<file path="config.mk">
export PLATFORM = sky130hd
export DESIGN_NAME = vga_code_scheduler
export DESIGN_NICKNAME = d
export VERILOG_FILES = /design/src/rtl/vga_code_scheduler.sv
export SDC_FILE = /design/constraint.sdc
export NUM_CORES = 1
export LEC_CHECK = 0
export ABC_AREA = 1
export CORE_UTILIZATION = 40
export DETAILED_ROUTE_END_ITERATION = 7
export PLACE_DENSITY = 0.71
export SYNTH_ARGS = -nofsm -noshare
export SYNTH_HDL_FRONTEND = slang
export SYNTH_SLANG_ARGS = --single-unit
</file>
<file path="constraint.sdc">
create_clock -name clk -period 2.75 [get_ports clk]
set_input_delay 0.4125 -clock clk [delete_from_list [all_inputs] [get_ports clk]]
set_output_delay 0.4125 -clock clk [all_outputs]
set_load 0.02 [all_outputs]
</file>
<file path="src/rtl/vga_code_scheduler.sv">
// vga_code_scheduler
// Round-robin arbiter that shares the 24-bit colour-code input of the VGA
// output stage among N_REQ requesters. A free-running frame counter, reset
// together with the VGA stage, marks the frame boundary where the VGA stage
// latches the code. The winner receives a done pulse once its code has been
// latched. Optionally, a committed code is held for HOLD_FRAMES more frames.
module vga_code_scheduler #(
    parameter int N_REQ       = 2,
    parameter int H_TOTAL     = 1040,
    parameter int V_TOTAL     = 666,
    parameter int HOLD_FRAMES = 0,
    localparam int ID_W       = (N_REQ > 1) ? $clog2(N_REQ) : 1
) (
    input  logic                  clk,
    input  logic                  rst_n,
    input  logic [N_REQ-1:0]      req_valid,
    input  logic [24*N_REQ-1:0]   req_code,
    output logic [N_REQ-1:0]      req_ready,
    output logic [N_REQ-1:0]      done,
    output logic [23:0]           code,
    output logic [ID_W-1:0]       grant_id,
    output logic                  busy,
    output logic                  frame_tick
);

    localparam int FRAME_LEN = H_TOTAL * V_TOTAL;
    localparam int FCNT_W    = (FRAME_LEN > 1) ? $clog2(FRAME_LEN) : 1;
    localparam logic [FCNT_W-1:0] FCNT_LAST = FCNT_W'(FRAME_LEN - 1);
    localparam int HCNT_W    = (HOLD_FRAMES > 0) ? $clog2(HOLD_FRAMES + 1) : 1;
    localparam logic [HCNT_W-1:0] HCNT_LOAD = HCNT_W'(HOLD_FRAMES);
    localparam logic [HCNT_W-1:0] HCNT_ONE  = HCNT_W'(1);
    localparam logic [ID_W-1:0]   ID_LAST   = ID_W'(N_REQ - 1);

    typedef enum logic [1:0] {
        ST_IDLE = 2'd0,
        ST_WAIT = 2'd1,
        ST_HOLD = 2'd2
    } state_t;

    state_t                state_r;
    state_t                state_next_s;
    logic [FCNT_W-1:0]     fcnt_r;
    logic [FCNT_W-1:0]     fcnt_next_s;
    logic                  frame_tick_r;
    logic [HCNT_W-1:0]     hcnt_r;
    logic [ID_W-1:0]       rr_ptr_r;
    logic [ID_W-1:0]       rr_ptr_next_s;
    logic [ID_W-1:0]       grant_id_r;
    logic [23:0]           code_r;
    logic [N_REQ-1:0]      done_r;
    logic                  busy_r;

    logic                  win_found_s;
    logic [ID_W-1:0]       win_idx_s;
    logic [23:0]           win_code_s;
    logic                  grant_open_s;
    logic                  handshake_s;
    logic [N_REQ-1:0]      ready_s;
    logic [N_REQ-1:0]      done_set_s;
    logic                  hold_last_s;

    // Next value of the frame counter, wrapping at the end of the frame.
    always_comb begin
        if (fcnt_r == FCNT_LAST) begin
            fcnt_next_s = '0;
        end else begin
            fcnt_next_s = fcnt_r + FCNT_W'(1);
        end
    end

    // Frame counter and its registered last-cycle flag, in lock-step with the VGA stage.
    always_ff @(posedge clk or negedge rst_n) begin
        if (!rst_n) begin
            fcnt_r       <= '0;
            frame_tick_r <= (FCNT_LAST == '0);
        end else begin
            fcnt_r       <= fcnt_next_s;
            frame_tick_r <= (fcnt_next_s == FCNT_LAST);
        end
    end

    // Round-robin search: first valid requester at or above rr_ptr, then wrap to the bottom.
    always_comb begin
        win_found_s = 1'b0;
        win_idx_s   = '0;
        for (int i = 0; i < N_REQ; i++) begin
            if (!win_found_s && req_valid[i] && (ID_W'(i) >= rr_ptr_r)) begin
                win_found_s = 1'b1;
                win_idx_s   = ID_W'(i);
            end else begin
                win_found_s = win_found_s;
            end
        end
        for (int i = 0; i < N_REQ; i++) begin
            if (!win_found_s && req_valid[i] && (ID_W'(i) < rr_ptr_r)) begin
                win_found_s = 1'b1;
                win_idx_s   = ID_W'(i);
            end else begin
                win_found_s = win_found_s;
            end
        end
    end

    // Code multiplexer for the current winner and the pointer value that follows it.
    always_comb begin
        win_code_s = 24'h000000;
        for (int i = 0; i < N_REQ; i++) begin
            if (ID_W'(i) == win_idx_s) begin
                win_code_s = req_code[24*i +: 24];
            end else begin
                win_code_s = win_code_s;
            end
        end
        if (win_idx_s == ID_LAST) begin
            rr_ptr_next_s = '0;
        end else begin
            rr_ptr_next_s = win_idx_s + ID_W'(1);
        end
    end

    // State register.
    always_ff @(posedge clk or negedge rst_n) begin
        if (!rst_n) begin
            state_r <= ST_IDLE;
        end else begin
            state_r <= state_next_s;
        end
    end

    // Next-state logic: grant, wait for the VGA latch edge, then optionally hold.
    always_comb begin
        state_next_s = state_r;
        case (state_r)
            ST_IDLE: begin
                if (handshake_s) begin
                    state_next_s = ST_WAIT;
                end else begin
                    state_next_s = ST_IDLE;
                end
            end
            ST_WAIT: begin
                if (frame_tick_r) begin
                    state_next_s = (HOLD_FRAMES == 0) ? ST_IDLE : ST_HOLD;
                end else begin
                    state_next_s = ST_WAIT;
                end
            end
            ST_HOLD: begin
                if (hold_last_s) begin
                    state_next_s = handshake_s ? ST_WAIT : ST_IDLE;
                end else begin
                    state_next_s = ST_HOLD;
                end
            end
            default: begin
                state_next_s = ST_IDLE;
            end
        endcase
    end

    // Output decode: the grant window, one-hot ready, handshake and done request.
    always_comb begin
        hold_last_s  = (state_r == ST_HOLD) && frame_tick_r && (hcnt_r == HCNT_ONE);
        // The final hold-frame tick may grant: the new code changes on the same
        // edge the VGA stage latches the old one, so it commits one frame later.
        grant_open_s = (state_r == ST_IDLE) || hold_last_s;
        handshake_s  = grant_open_s && win_found_s;
        ready_s      = '0;
        done_set_s   = '0;
        for (int i = 0; i < N_REQ; i++) begin
            if (handshake_s && (ID_W'(i) == win_idx_s)) begin
                ready_s[i] = 1'b1;
            end else begin
                ready_s[i] = 1'b0;
            end
            if ((state_r == ST_WAIT) && frame_tick_r && (ID_W'(i) == grant_id_r)) begin
                done_set_s[i] = 1'b1;
            end else begin
                done_set_s[i] = 1'b0;
            end
        end
    end

    // Captured code, winner id and round-robin pointer; updated only on a handshake.
    always_ff @(posedge clk or negedge rst_n) begin
        if (!rst_n) begin
            code_r     <= 24'h000000;
            grant_id_r <= '0;
            rr_ptr_r   <= '0;
        end else if (handshake_s) begin
            code_r     <= win_code_s;
            grant_id_r <= win_idx_s;
            rr_ptr_r   <= rr_ptr_next_s;
        end else begin
            code_r     <= code_r;
            grant_id_r <= grant_id_r;
            rr_ptr_r   <= rr_ptr_r;
        end
    end

    // Hold-frame counter: loaded when a code commits, counted down on each frame tick.
    always_ff @(posedge clk or negedge rst_n) begin
        if (!rst_n) begin
            hcnt_r <= '0;
        end else if ((state_r == ST_WAIT) && frame_tick_r) begin
            hcnt_r <= HCNT_LOAD;
        end else if ((state_r == ST_HOLD) && frame_tick_r && (hcnt_r != '0)) begin
            hcnt_r <= hcnt_r - HCNT_W'(1);
        end else begin
            hcnt_r <= hcnt_r;
        end
    end

    // Registered done pulse and busy flag.
    always_ff @(posedge clk or negedge rst_n) begin
        if (!rst_n) begin
            done_r <= '0;
            busy_r <= 1'b0;
        end else begin
            done_r <= done_set_s;
            busy_r <= (state_next_s != ST_IDLE);
        end
    end

    assign req_ready  = rst_n ? ready_s : '0;
    assign done       = done_r;
    assign code       = code_r;
    assign grant_id   = grant_id_r;
    assign busy       = busy_r;
    assign frame_tick = frame_tick_r;

endmodule

</file>
### Word level (Yosys, flattened, before mapping)

Index checks and enable logic that the tools add are counted.

| storage, ports and cells | value |
|---|---|
| register bits | 53 |
| input bits | 52 |
| output and inout port bits | 31 |

| operators by class | value |
|---|---|
| $add $sub $neg | 3 |
| $lt $le $gt $ge | 4 |
| eq/ne operators | 4 |
| mux-type cells | 21 |
| bitwise gates (word level) | 2 |
| reduce and logical (&&, ||, !) cells | 22 |

Operator list:

| operator | count |
|---|---|
| 20-bit equality test (second input constant) | 2 |
| 24-bit 2-to-1 mux | 1 |
| 20-bit by 1-bit adder with 20-bit output (second input constant) | 1 |
| 20-bit 2-to-1 mux | 1 |
| 1-bit 2-to-1 mux | 16 |
| 1-bit logical AND | 15 |
| 2-bit one-hot mux with 3 select lines | 1 |
| 2-bit 2-to-1 mux | 2 |
| 2-bit nonzero test | 2 |
| 1-bit zero test | 3 |
| 2-bit by 1-bit equality test with 1-bit output (second input constant) | 1 |
| 2-bit equality test (second input constant) | 1 |
| 1-bit greater-or-equal comparator (first input constant) | 2 |
| 2-bit zero test | 1 |
| 1-bit < comparator (first input constant) | 2 |
| 1-bit inverter | 2 |
| 1-bit adder (second input constant) | 1 |
| 1-bit logical OR | 1 |
| 1-bit subtractor (second input constant) | 1 |

### Depth between registers and ports, before layout

Gate-level depths: netlist of the first run.

| logic depth | value |
|---|---|
| depth in word-level cells | 20 |
| mapped depth | 12 |

### Least setup slack after synthesis of the first run

Ideal clock, no wire load.

| timing | value |
|---|---|
| path type | reg2out |
| from | reg frame_tick_r (netlist: frame_tick) |
| to | out req_ready[0] |
| data arrival time | 1.557 ns |
| required time | 2.338 ns |
| setup slack | 0.781 ns |
| stages on the path, launching flop included | 9 |
| path buffers | 1 |
| cells stage by stage | dfrtp_1 -> inv_2 -> nor3_2 -> nand2_1 -> o21ai_2 -> o21a_4 -> buf_6 -> nand2_1 -> nor2_1 |

| on the way | value |
|---|---|
| longest elaborated chain between the ends | 7 |

Ends and longest elaborated chain:

| what | line | source |
|---|---|---|
| from (decl) | 44 | `logic frame_tick_r;` |
| from (signal assigned) | 75 | `frame_tick_r <= (FCNT_LAST == '0);` |
| from (signal assigned) | 78 | `frame_tick_r <= (fcnt_next_s == FCNT_LAST);` |
| 1-bit logical AND (2 in a row) | 163 | `hold_last_s = (state_r == ST_HOLD) && frame_tick_r && (hcnt_r == HCNT_ONE);` |
| 1-bit logical OR | 166 | `grant_open_s = (state_r == ST_IDLE) \|\| hold_last_s;` |
| 1-bit logical AND | 167 | `handshake_s = grant_open_s && win_found_s;` |
| 1-bit logical AND | 171 | `if (handshake_s && (ID_W'(i) == win_idx_s)) begin` |
| 1-bit 2-to-1 mux | 171 |  |
| 2-bit 2-to-1 mux | 225 | `assign req_ready = rst_n ? ready_s : '0;` |
| to (decl) | 18 | `output logic [N_REQ-1:0] req_ready,` |

No other way between the ends.

### Worst setup path after layout of the first run

| timing | value |
|---|---|
| from | reg state_r[0] |
| to | out req_ready[0] |

| on the way | value |
|---|---|
| longest elaborated chain between the ends | 8 |

Ends and longest elaborated chain:

| what | line | source |
|---|---|---|
| from (decl) | 40 | `state_t state_r;` |
| from (signal assigned) | 126 | `state_r <= state_next_s;` |
| 2-bit equality test | 163 |  |
| 1-bit logical AND (2 in a row) | 163 |  |
| 1-bit logical OR * | 166 |  |
| 1-bit logical AND * | 167 |  |
| 1-bit logical AND * | 171 |  |
| 1-bit 2-to-1 mux * | 171 |  |
| 2-bit 2-to-1 mux * | 225 |  |

Every way passes the cells marked *; elsewhere a longest branch is shown, timed or not.

==> results of run 1 <==
==> metrics by stage <==
| step | util | cell area, sq um | setup WS [ns] | hold slack, ns | total power [mW] |
|---|---|---|---|---|---|
| floorplan | - | 3000 | 0.781 | 0.117 | 1.32 |
| global placement | 0.536 | 3880 | 0.466 | 0.437 | 1.70 |
| detailed placement | 0.536 | 3880 | 0.425 | 0.473 | 1.71 |
| CTS | 0.549 | 3980 | 0.220 | 0.327 | 2.19 |
| global route | 0.549 | 3980 | 0.148 | 0.339 | 2.28 |
| finish | 0.549 | 3980 | 0.211 | 0.280 | 2.16 |
==> worst register-to-register path, cell delays in order (launching register included) <==
cell	delay, ns
dfrtp_1	0.46
nor3_2	0.23
nand2_1	0.09
o21ai_2	0.10
o21a_4	0.16
buf_4	0.32
inv_2	0.30
nand2_1	0.13
nand3_1	0.09
==> registers in the layout (all words and copies together) (netlist names) <==
| name | cells |
|---|---|
| fcnt_r | 20 |
| hcnt_r | 1 |
| state_r | 2 |
| busy | 1 |
| grant_id | 1 |
| rr_ptr_r | 1 |
| code | 24 |
| done | 2 |
| frame_tick | 1 |
==> worst min path at each step <==
stage / depth (start not counted) / slack (ns) / from / end
after floorplan: 0 / 0.12 / rst_n / busy
after global placement: 1 / 0.44 / grant_id / done[0]
after detailed placement: 1 / 0.47 / grant_id / done[0]
after CTS: 2 / 0.33 / rst_n / code[7]
after global routing: 2 / 0.34 / rst_n / fcnt_r[14]
final: 2 / 0.28 / rst_n / fcnt_r[14]
==> power groups by stage <==
stage | registers [mW] | clock network, mW | logic, mW
4_1_cts | 0.979 | 0.488 | 0.725
3_3_place_gp | 0.988 | 0 | 0.716
5_1_grt | 0.995 | 0.516 | 0.764
2_1_floorplan | 1.14 | 0 | 0.180
3_5_place_dp | 0.988 | 0 | 0.725
6_report | 0.978 | 0.470 | 0.716
==> logic make-up (layout without fill, tap and decap cells) <==
logic type	Yosys count	in the layout	synth area share
compound gates	11	11	0.0255
xor+xnor	3	3	0.00877
fa+ha+maj	1	1	0.00417
buf+inv	62	143	0.0914
flops	53	53	0.442
simple gates	262	262	0.428
==> cell usage after synthesis (all sizes together) <==
library cell	instances
buf	9
inv	47
o21a	1
xor2	3
nor2	58
nor3	1
nand3b	1
nand3	68
o21bai	2
a21oi	2
o21ai	5
nand2	98
dfrtp	53
nand4	36
ha	1
clkbuf	6
a211oi	1
==> metal layers <==
layer | share of wire | track usage | vias to the layer above | wire [microns]
met5 | 0 | 0 | - | 0
met4 | 0.020 | 0.0630 | 0 | 163
met3 | 0.072 | 0.0532 | 16 | 580
met2 | 0.47 | 0.354 | 101 | 3810
met1 | 0.43 | 0.283 | 1357 | 3500
li1 | - | - | 1439 | -
==> final cells by class <==
type	count	area (sq um)	area share
repair buffers	88	861	0.216
multi-input cells	277	1400	0.351
well taps	99	124	0.0311
flip-flops and latches	53	1330	0.333
clock buffers	6	82.6	0.0207
inverters	47	176	0.0443
clock inverters	2	13.8	0.00346
==> out/results.tsv, run 1 <==
stage	metric	value	unit
status	outcome	completed	
global_route	grt_start_max_net_pins	54	
clocking	htree_num_levels	2	
global_route	grt_pass1_vias	2764	
synth	synth_seq_area_share	0.442	
timing	post-route-min-period	2.54	ns
timing	fin_setup_tns	0	ns
synth	synth_area_leaders	dfrtp_1 44%, nand2_1 12%, nand3_1 9.5%	
drt	drc	0	
clocking	cts_root_buf	clkbuf_8	
global_route	grt_pass1_wl	13100	microns
synth	yosys.area.top_type	dfrtp_1	
clocking	cts.hold.buffers_added	0	
clocking	cts.sinks	53	
synth	avgSynthCellArea	7.65	sq um
timing	setup_viol	0	
synth	synth_top_area_frac	0.442	
global_route	overflow	0	
setup_path	cp-end-kind	output port	
setup_path	cp_cell_sequence	nor3_2 -> nand2_1 -> o21ai_2 -> o21a_4 -> nand2_1 -> nor2_1 -> clkdlybuf4s50_1	
timing	slew_headroom	0.545	
power_and_ir_drop	ir_drop	0.000326	V
synth	netlist-cell-type-count	28	
power_and_ir_drop	intPower	1.45	mW
drt	routed_via_density	5.09	
power_and_ir_drop	p_sw	0.712	mW
floorplan	die_w	88.6	microns
run	cap_violations	0	
timing	report.final.hold_viol_count	0	
setup_path	required	2.34	ns
synth	yosysWarnings	0	
place	place_congestion	0.924	
global_route	groute.usage.overall	0.216	
synth	synthCells	392	
setup_path	critical_path_depth	7	
drt	wl_per_cell	14.1	microns
setup_path	cp-startpoint	state_r[0]	
timing	grt_setup_unrepaired	false	
drt	vias	2913	
clocking	cts_resized	0	
timing	finClkSkew	0.00697	ns
setup_path	cp_top_family	buffers and inverters	
power_and_ir_drop	switching_share	0.329	
worst_hold_path	hp-class	input pin to async pin	
setup_path	worst_path_largest_cell_delay	0.62	ns
setup_path	crit_type	flip-flop to output port	
drt	first_pass_iters	5	
timing	worst_pin_slew	0.683	ns
setup_path	regToRegSetupSlack	0.78	ns
floorplan	die-height	88.6	microns
drt	drt-initial-drc-count	171	
synth	synth_nets	445	
power_and_ir_drop	p_per_area	544	mW/mm^2
floorplan	rows	31	
synth	synth_seq_cells	53	
finish	layout-drive-gt1-share	0.0909	
synth	netlist_area	0.00300	sq mm
floorplan	ios	83	
finish	nets	525	
timing	finalMaxSlewViolations	0	
power_and_ir_drop	comb_power_share	0.331	
finish	antenna_cells	0	
setup_path	critPathLaunchType	flip-flop	
setup_path	path_buf_inv	1	
power_and_ir_drop	p_clk_frac	0.217	
clocking	cts_tree	done	
power_and_ir_drop	p_leak	1.84	nW
clocking	clk_latency	0.31	ns
floorplan	dieArea	0.00784	sq mm
finish	area_growth	32.8	%
clocking	cts_buffers	5	
setup_path	worst-path-max-fanout	6	
place	port_buffers	82	
finish	layout_commonest_cell	nand2_1	
setup_path	reg2regPathDepth	8	
finish	layout_common_cells	92 x nand2_1, 81 x clkdlybuf4s50_1, 57 x nand3_1	
drt	routed_wl	8060	microns
place	dp.cells	564	
timing	fin_crit_sh	0.923	
setup_path	crit_top_cell	nand2_1	
setup_path	endpoint	req_ready[0]	
power_and_ir_drop	seq_power_share	0.452	
global_route	antenna_found_initial	0	
setup_path	worstPathArrival	2.13	ns
place	dpl.hpwl	5960	microns
setup_path	r2r-start	state_r[0]	
clocking	cts_setup_buffers	0	
setup_path	crit_slowest_cell	clkdlybuf4s50_1	
setup_path	reg2reg_to	code[21]	
timing	fmax	394	MHz
clocking	clock_path_buffers	2	
finish	fin_cells	572	
drt	ant_nets	0	
finish	fillers	706	
floorplan	start_util	0.413	
floorplan	core	0.00725	sq mm
clocking	clk_pin_slew	0.10	ns
Power figures use the tool's default switching activity.
==> inputs of run 2 (changes only) <==
CORE_MARGIN = 5   (was unset)
==> run 2 against run 1 <==
Fmax down 0.65%. Total power is 3.7% higher. Highest routed layer unchanged. Critical path type unchanged. Hold slack got worse by 0.039 ns. Critical path depth is the same. Sequential power about the same. Clock power up 16%. Sequential cell count unchanged. Wire length rose by 7.5%.
==> out/results.tsv, run 2 (synthesis gave the netlist of run 1 again) <==
stage	metric	value	unit
global_route	antenna_found_initial	0	
finish	largest_reg_flops	24	
finish	nets	525	
floorplan	rows	31	
finish	layout_commonest_cell	nand2_1	
setup_path	cp_cell_sequence	nor3_2 -> nand2_1 -> o21ai_2 -> o21a_4 -> nand2_1 -> nor2_1 -> clkdlybuf4s50_1	
worst_hold_path	hp-class	input pin to async pin	
drt	routed_wl	8660	microns
drt	drt-initial-drc-count	170	
timing	fmax	391	MHz
power_and_ir_drop	p_per_area	562	mW/mm^2
timing	worst_pin_slew	0.660	ns
clocking	cts_setup_buffers	0	
drt	ant_nets	0	
global_route	grt_pass1_vias	2851	
setup_path	critPathLaunchType	flip-flop	
setup_path	path_buf_inv	1	
timing	slew_headroom	0.560	
setup_path	crit_type	flip-flop to output port	
setup_path	worst-path-max-fanout	6	
global_route	grt_start_max_net_pins	54	
timing	fin_setup_tns	0	ns
timing	fin_crit_sh	0.929	
drt	vias	2899	
global_route	grt_pass1_wl	13800	microns
clocking	clk_latency	0.31	ns
clocking	clk_pin_slew	0.10	ns
floorplan	ios	83	
power_and_ir_drop	p_leak	1.85	nW
place	dp.cells	564	
run	cap_violations	0	
timing	setup_viol	0	
setup_path	cp_top_family	buffers and inverters	
finish	stdcell_area	0.00400	sq mm
clocking	cts_resized	0	
timing	report.final.hold_viol_count	0	
drt	first_pass_iters	4	
floorplan	die-height	96.6	microns
setup_path	crit_top_cell	nand2_1	
timing	post-route-min-period	2.56	ns
timing	finClkSkew	0.00502	ns
setup_path	crit_slowest_cell	clkdlybuf4s50_1	
clocking	cts_buffers	5	
drt	wl_per_cell	15.1	microns
floorplan	die_w	96.6	microns
finish	layout-drive-gt1-share	0.0909	
place	dpl.hpwl	6480	microns
global_route	groute.usage.overall	0.192	
place	port_buffers	82	
setup_path	cp-end-kind	output port	
timing	grt_setup_unrepaired	false	
place	place_congestion	0.930	
setup_path	required	2.34	ns
global_route	overflow	0	
finish	layout_common_cells	92 x nand2_1, 81 x clkdlybuf4s50_1, 57 x nand3_1	
place	dpl_cell_area	0.00388	sq mm
finish	antenna_cells	0	
finish	area_growth	33.3	%
drt	routed_via_density	5.07	
finish	fillers	711	
clocking	cts.sinks	53	
setup_path	worst_path_largest_cell_delay	0.61	ns
clocking	cts.hold.buffers_added	0	
power_and_ir_drop	ir_drop	0.000317	V
status	outcome	completed	
floorplan	core	0.00729	sq mm
clocking	cts_root_buf	clkbuf_8	
clocking	clock_path_buffers	2	
finish	fin_cells	572	
drt	drc	0	
clocking	htree_num_levels	2	
floorplan	start_util	0.411	
timing	finalMaxSlewViolations	0	
floorplan	dieArea	0.00933	sq mm
setup_path	worstPathArrival	2.14	ns
clocking	cts_tree	done	
-- run 2: report_power, final --
part           switching, mW  internal [mW]
Sequential            0.0716          0.904
Clock                  0.271          0.273
Combinational          0.382          0.343
-- run 2: worst paths after layout --
| kind | from | endpoint | slack, ns | cells after the start |
|---|---|---|---|---|
| setup / recovery | state_r[0] | req_ready[0] | 0.19 | 7 |
| hold / removal | rst_n | fcnt_r[1] | 0.24 | 2 |
| setup reg to reg | state_r[0] | code[0] | 0.72 | 8 |
| hold reg to reg | grant_id | done[0] | 0.45 | 1 |
| max in group asynchronous | rst_n | fcnt_r[7] | 2.07 | 2 |
| min in group clk | grant_id | done[0] | 0.45 | 1 |
-- run 2: layout make-up --
type / instances / area, sq um / share of cell area
Tap cell: 99 / 124 / 0.0310
Inverter: 47 / 176 / 0.0441
Timing Repair Buffer: 88 / 861 / 0.215
Clock buffer: 5 / 68.8 / 0.0172
Sequential cell: 53 / 1330 / 0.332
Multi-Input combinational cell: 277 / 1400 / 0.350
Clock inverter: 3 / 43.8 / 0.0110
-- run 2: metrics by stage --
step | setup slack (ns) | util | hold slack (ns) | power (mW)
floorplan | 0.781 | - | 0.117 | 1.32
global placement | 0.464 | 0.533 | 0.435 | 1.72
detailed placement | 0.431 | 0.533 | 0.444 | 1.72
CTS | 0.192 | 0.548 | 0.271 | 2.27
global route | 0.0474 | 0.548 | 0.312 | 2.36
finish | 0.195 | 0.548 | 0.241 | 2.24
-- run 2: metal layers --
metal  track usage  vias to the layer above  wire length (microns)
met3        0.0364                        8                    425
met1         0.253                     1364                   3750
li1              -                     1444                      -
met2         0.325                       83                   4360
met5             0                        -                      0
met4        0.0514                        0                    130
==> edit 1: new RTL, settings of run 1 <==
`H_TOTAL`: 1040 -> 4160.
--- a/src/rtl/vga_code_scheduler.sv
+++ b/src/rtl/vga_code_scheduler.sv
@@ -8,3 +8,3 @@
     parameter int N_REQ       = 2,
-    parameter int H_TOTAL     = 1040,
+    parameter int H_TOTAL     = 4160,
     parameter int V_TOTAL     = 666,
Function: no difference found for any inputs over 10 cycles, from zero or initial values and one cycle with rst_n low; that may be too few to reach the edited logic, so the function may still have changed.
==> edit 1 against run 1 <==
  * Sequential cell count grew 2
  * Sequential share of layout area up 0.98 points
  * Clock skew increased by 3.3 ps
  * Final area grew 0.82%
  * Cell count grew 0.52%
  * Worst setup slack improved by 130 ps
  * First-iteration DRC count fell by 38%
  * Wire length fell by 2.8%
  * Die area shrank 0.28%
  * Synthesized area shrank 0.29%
  * Synthesized cell count rose by 0.51%
Power is not compared: it rests on default switching activity, and its combinational part moved more than twofold at a synthesized area within 25%.
==> edit 1: results (changes against run 1) <==
----------------------------------------------------
[Routing]
  DR vias ... 2898 (-0.51%)
  Routed wire per std cell ... 13.6 microns (-3.3%)
  Drt first-iter violations ... 106 (-38%)

[Worst hold path]
  Class of the most critical hold timing path ... in2async

[Global route]
  Largest net degree at the start of global routing ... 56 (+3.7%)
  Via count of the first global-routing pass ... 2760 (-0.14%)
  Tot GR Track Use ... 20.8% (-0.76 points)
  First-pass GRT wire length ... 12.7 mm (-3.4%)

[CTS]
  Number of buffers added for setup after CTS ... 0 (unchanged)
  Deepest clock path buffer count ... 2 (unchanged)
  Clock transition at the registers of the reported paths ... approximately 90 ps
  Num CTS Buffers ... 5 (unchanged)
  Number of levels the H-tree was split into ... 2 (unchanged)

[Cells and area]
  Fillcell total ... 671 (-5.0%)
  Number of flip-flops under the largest register name ... 24 (unchanged)
  Count of nets after finishing ... 528 (+0.57%)
  Ratio of cells with drive above 1 in the final layout ... 9.24% (+0.15 points)

[Placement]
  GP Congestion ... 0.942 (+1.9%)
  Post-DP HPWL ... 5.83 mm (-2.2%)
  DP Worst Slack ... 363 ps (-61.9 ps)

[Logic synthesis]
  Async set-or-reset flop fraction in the synthesized netlist ... 100% (unchanged)
  Sequential cell area fraction in the yosys report ... 46.0% (+1.8 points)
  Top post-synthesis cells by area ... sky130_fd_sc_hd__dfrtp_1 46%, sky130_fd_sc_hd__nand2_1 12%, sky130_fd_sc_hd__nand3_1 11%, sky130_fd_sc_hd__nand4_1 6.7%, sky130_fd_sc_hd__nor2_1 5.9%
  Synth warn ... 0 (unchanged)
  Most used standard cells in the synthesized netlist ... 92 x sky130_fd_sc_hd__nand2_1, 66 x sky130_fd_sc_hd__nand3_1, 55 x sky130_fd_sc_hd__dfrtp_1, 47 x sky130_fd_sc_hd__nor2_1, 42 x sky130_fd_sc_hd__inv_1
  Post-Synthesis Net Count ... 447 (+0.45%)
  Number of distinct library cells after synthesis ... 26 (-7.1%)

[Status]
  Status ... finished clean

[Critical path]
  Slowest stage delay, CP ... 600 ps (-20 ps)
  Arrival time reported for the critical path endpoint ... 1990 ps (-140 ps)
  Biggest fanout along the worst timing path ... 6 (unchanged)

[STA]
  Worst-Margin Slew ... 703 ps (+20.1 ps)
  Clock skew after layout ... 10.3 ps (+3.30 ps)

----------------------------------------------------
edit 1: cell types whose count changed after synthesis, sizes merged, moves of 2 or more:
cell,before,now
nand4,36,32
clkbuf,6,8
buf,9,6
dfrtp,53,55
nor2,58,61
nand3,68,70
edit 1: kinds of logic after synthesis:
kind of cell	share of synthesized area (%)
DFF	46.0
and+or+nand+nor	43.0
xor gates and xnor gates	0.879
adders and majority gates	0.419
AOI/OAI and AO/OA	1.72
buffers and inverters	7.91
edit 1: layout make-up:
class / instances / share of cell area (%)
inverter: 47 / 4.40
timing repair buffer: 88 / 21.4
tap: 99 / 3.09
clock buffer: 7 / 2.15
sequential: 55 / 34.3
multi-input combinational: 278 / 34.4
clock inverter: 1 / 0.218
edit 1: through the flow:
stage	cell area (sq um)	std cells
3_5_place_dp	3920	567
4_1_cts	4010	575
3_3_place_gp	3920	567
2_1_floorplan	2990	394
5_1_grt	4010	575
6_report	4010	575
edit 1: routing by layer:
layer / vias to the layer above / track usage [%] / wire [microns] / share of wire [%]
li1: 1447 / - / - / -
met1: 1329 / 27.0 / 3450 / 44
met2: 111 / 34.6 / 3600 / 46
met3: 11 / 5.50 / 691 / 8.8
met4: 0 / 5.43 / 90 / 1.1
met5: - / 0 / 0 / 0
edit 1: path summary, 6_finish.rpt:
path / start / end / slack [ps] / cells past startpoint
min in group clk: grant_id / done[0] / 460 / 1
hold / removal: rst_n / code[19] / 240 / 2
setup / recovery: frame_tick / req_ready[1] / 340 / 7
max in group asynchronous: rst_n / fcnt_r[12] / 2030 / 2
hold reg to reg: grant_id / done[0] / 460 / 1
setup reg to reg: frame_tick / busy / 700 / 9
edit 1: worst max-delay path: cells and delay by family, from the launching register on:
kind	cells	cell delay [ps]
simple gates	4	450
buf+inv	2	690
compound gates	1	120
flops	1	420
edit 1: power breakdown:
group	internal, mW	leakage (nW)	switching [mW]	total (mW)
Sequential	0.839	0.702	0.0160	0.855
Clock	0.207	0.0484	0.256	0.463
Combinational	0.136	1.11	0.120	0.257
Total	1.18	1.87	0.393	1.58
==> edit 2: new RTL, flow settings as in run 1 <==
Made on the original files. Make the reset (`rst_n`) synchronous in 5 clocked blocks.
--- a/src/rtl/vga_code_scheduler.sv
+++ b/src/rtl/vga_code_scheduler.sv
@@ -71,3 +71,3 @@
     // Frame counter and its registered last-cycle flag, in lock-step with the VGA stage.
-    always_ff @(posedge clk or negedge rst_n) begin
+    always_ff @(posedge clk) begin
         if (!rst_n) begin
@@ -121,3 +121,3 @@
     // State register.
-    always_ff @(posedge clk or negedge rst_n) begin
+    always_ff @(posedge clk) begin
         if (!rst_n) begin
@@ -184,3 +184,3 @@
     // Captured code, winner id and round-robin pointer; updated only on a handshake.
-    always_ff @(posedge clk or negedge rst_n) begin
+    always_ff @(posedge clk) begin
         if (!rst_n) begin
@@ -201,3 +201,3 @@
     // Hold-frame counter: loaded when a code commits, counted down on each frame tick.
-    always_ff @(posedge clk or negedge rst_n) begin
+    always_ff @(posedge clk) begin
         if (!rst_n) begin
@@ -214,3 +214,3 @@
     // Registered done pulse and busy flag.
-    always_ff @(posedge clk or negedge rst_n) begin
+    always_ff @(posedge clk) begin
         if (!rst_n) begin
Check against the original RTL: differs if rst_n is asserted again (counterexample within 4 cycles, from zero or initial values and one cycle with rst_n low); with rst_n held inactive, the same outputs for 10 cycles.
==> edit 2 against run 1 <==
  * Synthesized area fell by 18%
  * Sequential cell count did not move
  * Worst setup slack improved by 21 ps
  * Worst hold slack improved by 190 ps
  * Cell count fell by 8.6%
  * Wire length fell by 18%
  * Final area fell by 12%
  * Clock skew rose by 3.1 ps
  * Critical endpoint unchanged
  * Highest routed layer unchanged
Power is not compared: it rests on default switching activity, and its combinational part moved more than twofold at a synthesized area within 25%.
==> edit 2: results (changes against run 1) <==
----------------------------------------------------
[Routing]
  Total detailed-routing wirelength ... 6.57 mm (-18%)
  Met2 layer wire length in the routed design ... 3.12 mm (-18%)
  WL met1 ... 2.80 mm (-20%)
  DR vias ... 2603 (-11%)
  Routed wire per std cell ... 12.6 microns (-11%)

[Cells and area]
  Share of cell area taken by multi-input logic gates ... 35.0% (-0.13 points)
  Clock network contribution to total cell area ... 3.43% (+1.0 points)
  Count of nets after finishing ... 500 (-4.8%)
  Nonclk buf count ... 89 (+1.1%)
  Multi-input gates ... 263 (-5.1%)
  Fillcell total ... 583 (-17%)
  Non-clock buffers, area share ... 24.9% (+3.3 points)
  Non-clk invs ... 35 (-26%)
  Final sequential cell count ... 53 (unchanged)

[Worst hold path]
  Class of the most critical hold timing path ... reg2reg

[Global route]
  Largest net degree at the start of global routing ... 28 (-48%)
  Tot GR Track Use ... 21.5% (-0.090 points)
  Grt met3 use ... 7.16% (+1.8 points)
  GRT met2 Usage ... 36.8% (+1.4 points)

[Critical path]
  Worst R2R Path Depth ... 9 (+1)
  Biggest fanout along the worst timing path ... 7 (+1)
  Launch point of the worst reg-to-reg path ... fcnt_r[0]

[Logic synthesis]
  Per-instance average area after synthesis ... 6.85 sq um (-10%)
  Most used standard cells in the synthesized netlist ... 92 x sky130_fd_sc_hd__nand2_1, 61 x sky130_fd_sc_hd__nor2_1, 59 x sky130_fd_sc_hd__nand3_1, 53 x sky130_fd_sc_hd__dfxtp_1, 33 x sky130_fd_sc_hd__inv_1
  Post-synthesis xor/xnor area fraction ... 1.06% (+0.19 points)
  Number of distinct library cells after synthesis ... 25 (-11%)

[STA]
  Relative max-transition margin ... 76.6% (+22 points)
  Clock skew after layout ... 10.1 ps (+3.12 ps)
  Portion of the clock cycle consumed by the worst path in the final layout ... 91.5% (-0.77 points)

[Placement]
  DP Worst Slack ... 231 ps (-194 ps)
  Placed Area ... 3390 sq um (-13%)
  Total placed cells including tap cells ... 515 (-8.7%)

[Status]
  Status ... finished clean

[Floorplan]
  Die Footprint ... 6500 sq um (-17%)

----------------------------------------------------
edit 2: worst max-delay path: cells and delay by family:
family / cells / cell delay (ps)
buffers and inverters: 3 / 1470
AND/OR/NAND/NOR: 1 / 220
edit 2: power by group through the flow:
stage | combinational [mW] | sequential [mW] | clock, mW
2_1_floorplan | 0.0903 | 0.906 | 0
3_3_place_gp | 0.326 | 0.857 | 0
3_5_place_dp | 0.327 | 0.860 | 0
4_1_cts | 0.328 | 0.842 | 0.568
5_1_grt | 0.351 | 0.849 | 0.594
6_report | 0.326 | 0.842 | 0.554
edit 2: how the worst min path moves through the flow:
stage                          from        end  slack, ps  cells after the start
final                     fcnt_r[0]  fcnt_r[0]        470                      1
after global routing         hcnt_r     hcnt_r        490                      2
after CTS                    hcnt_r     hcnt_r        470                      2
after detailed placement  fcnt_r[0]  fcnt_r[0]        450                      1
after global placement    fcnt_r[0]  fcnt_r[0]        440                      1
after floorplan           fcnt_r[0]  fcnt_r[0]        430                      1
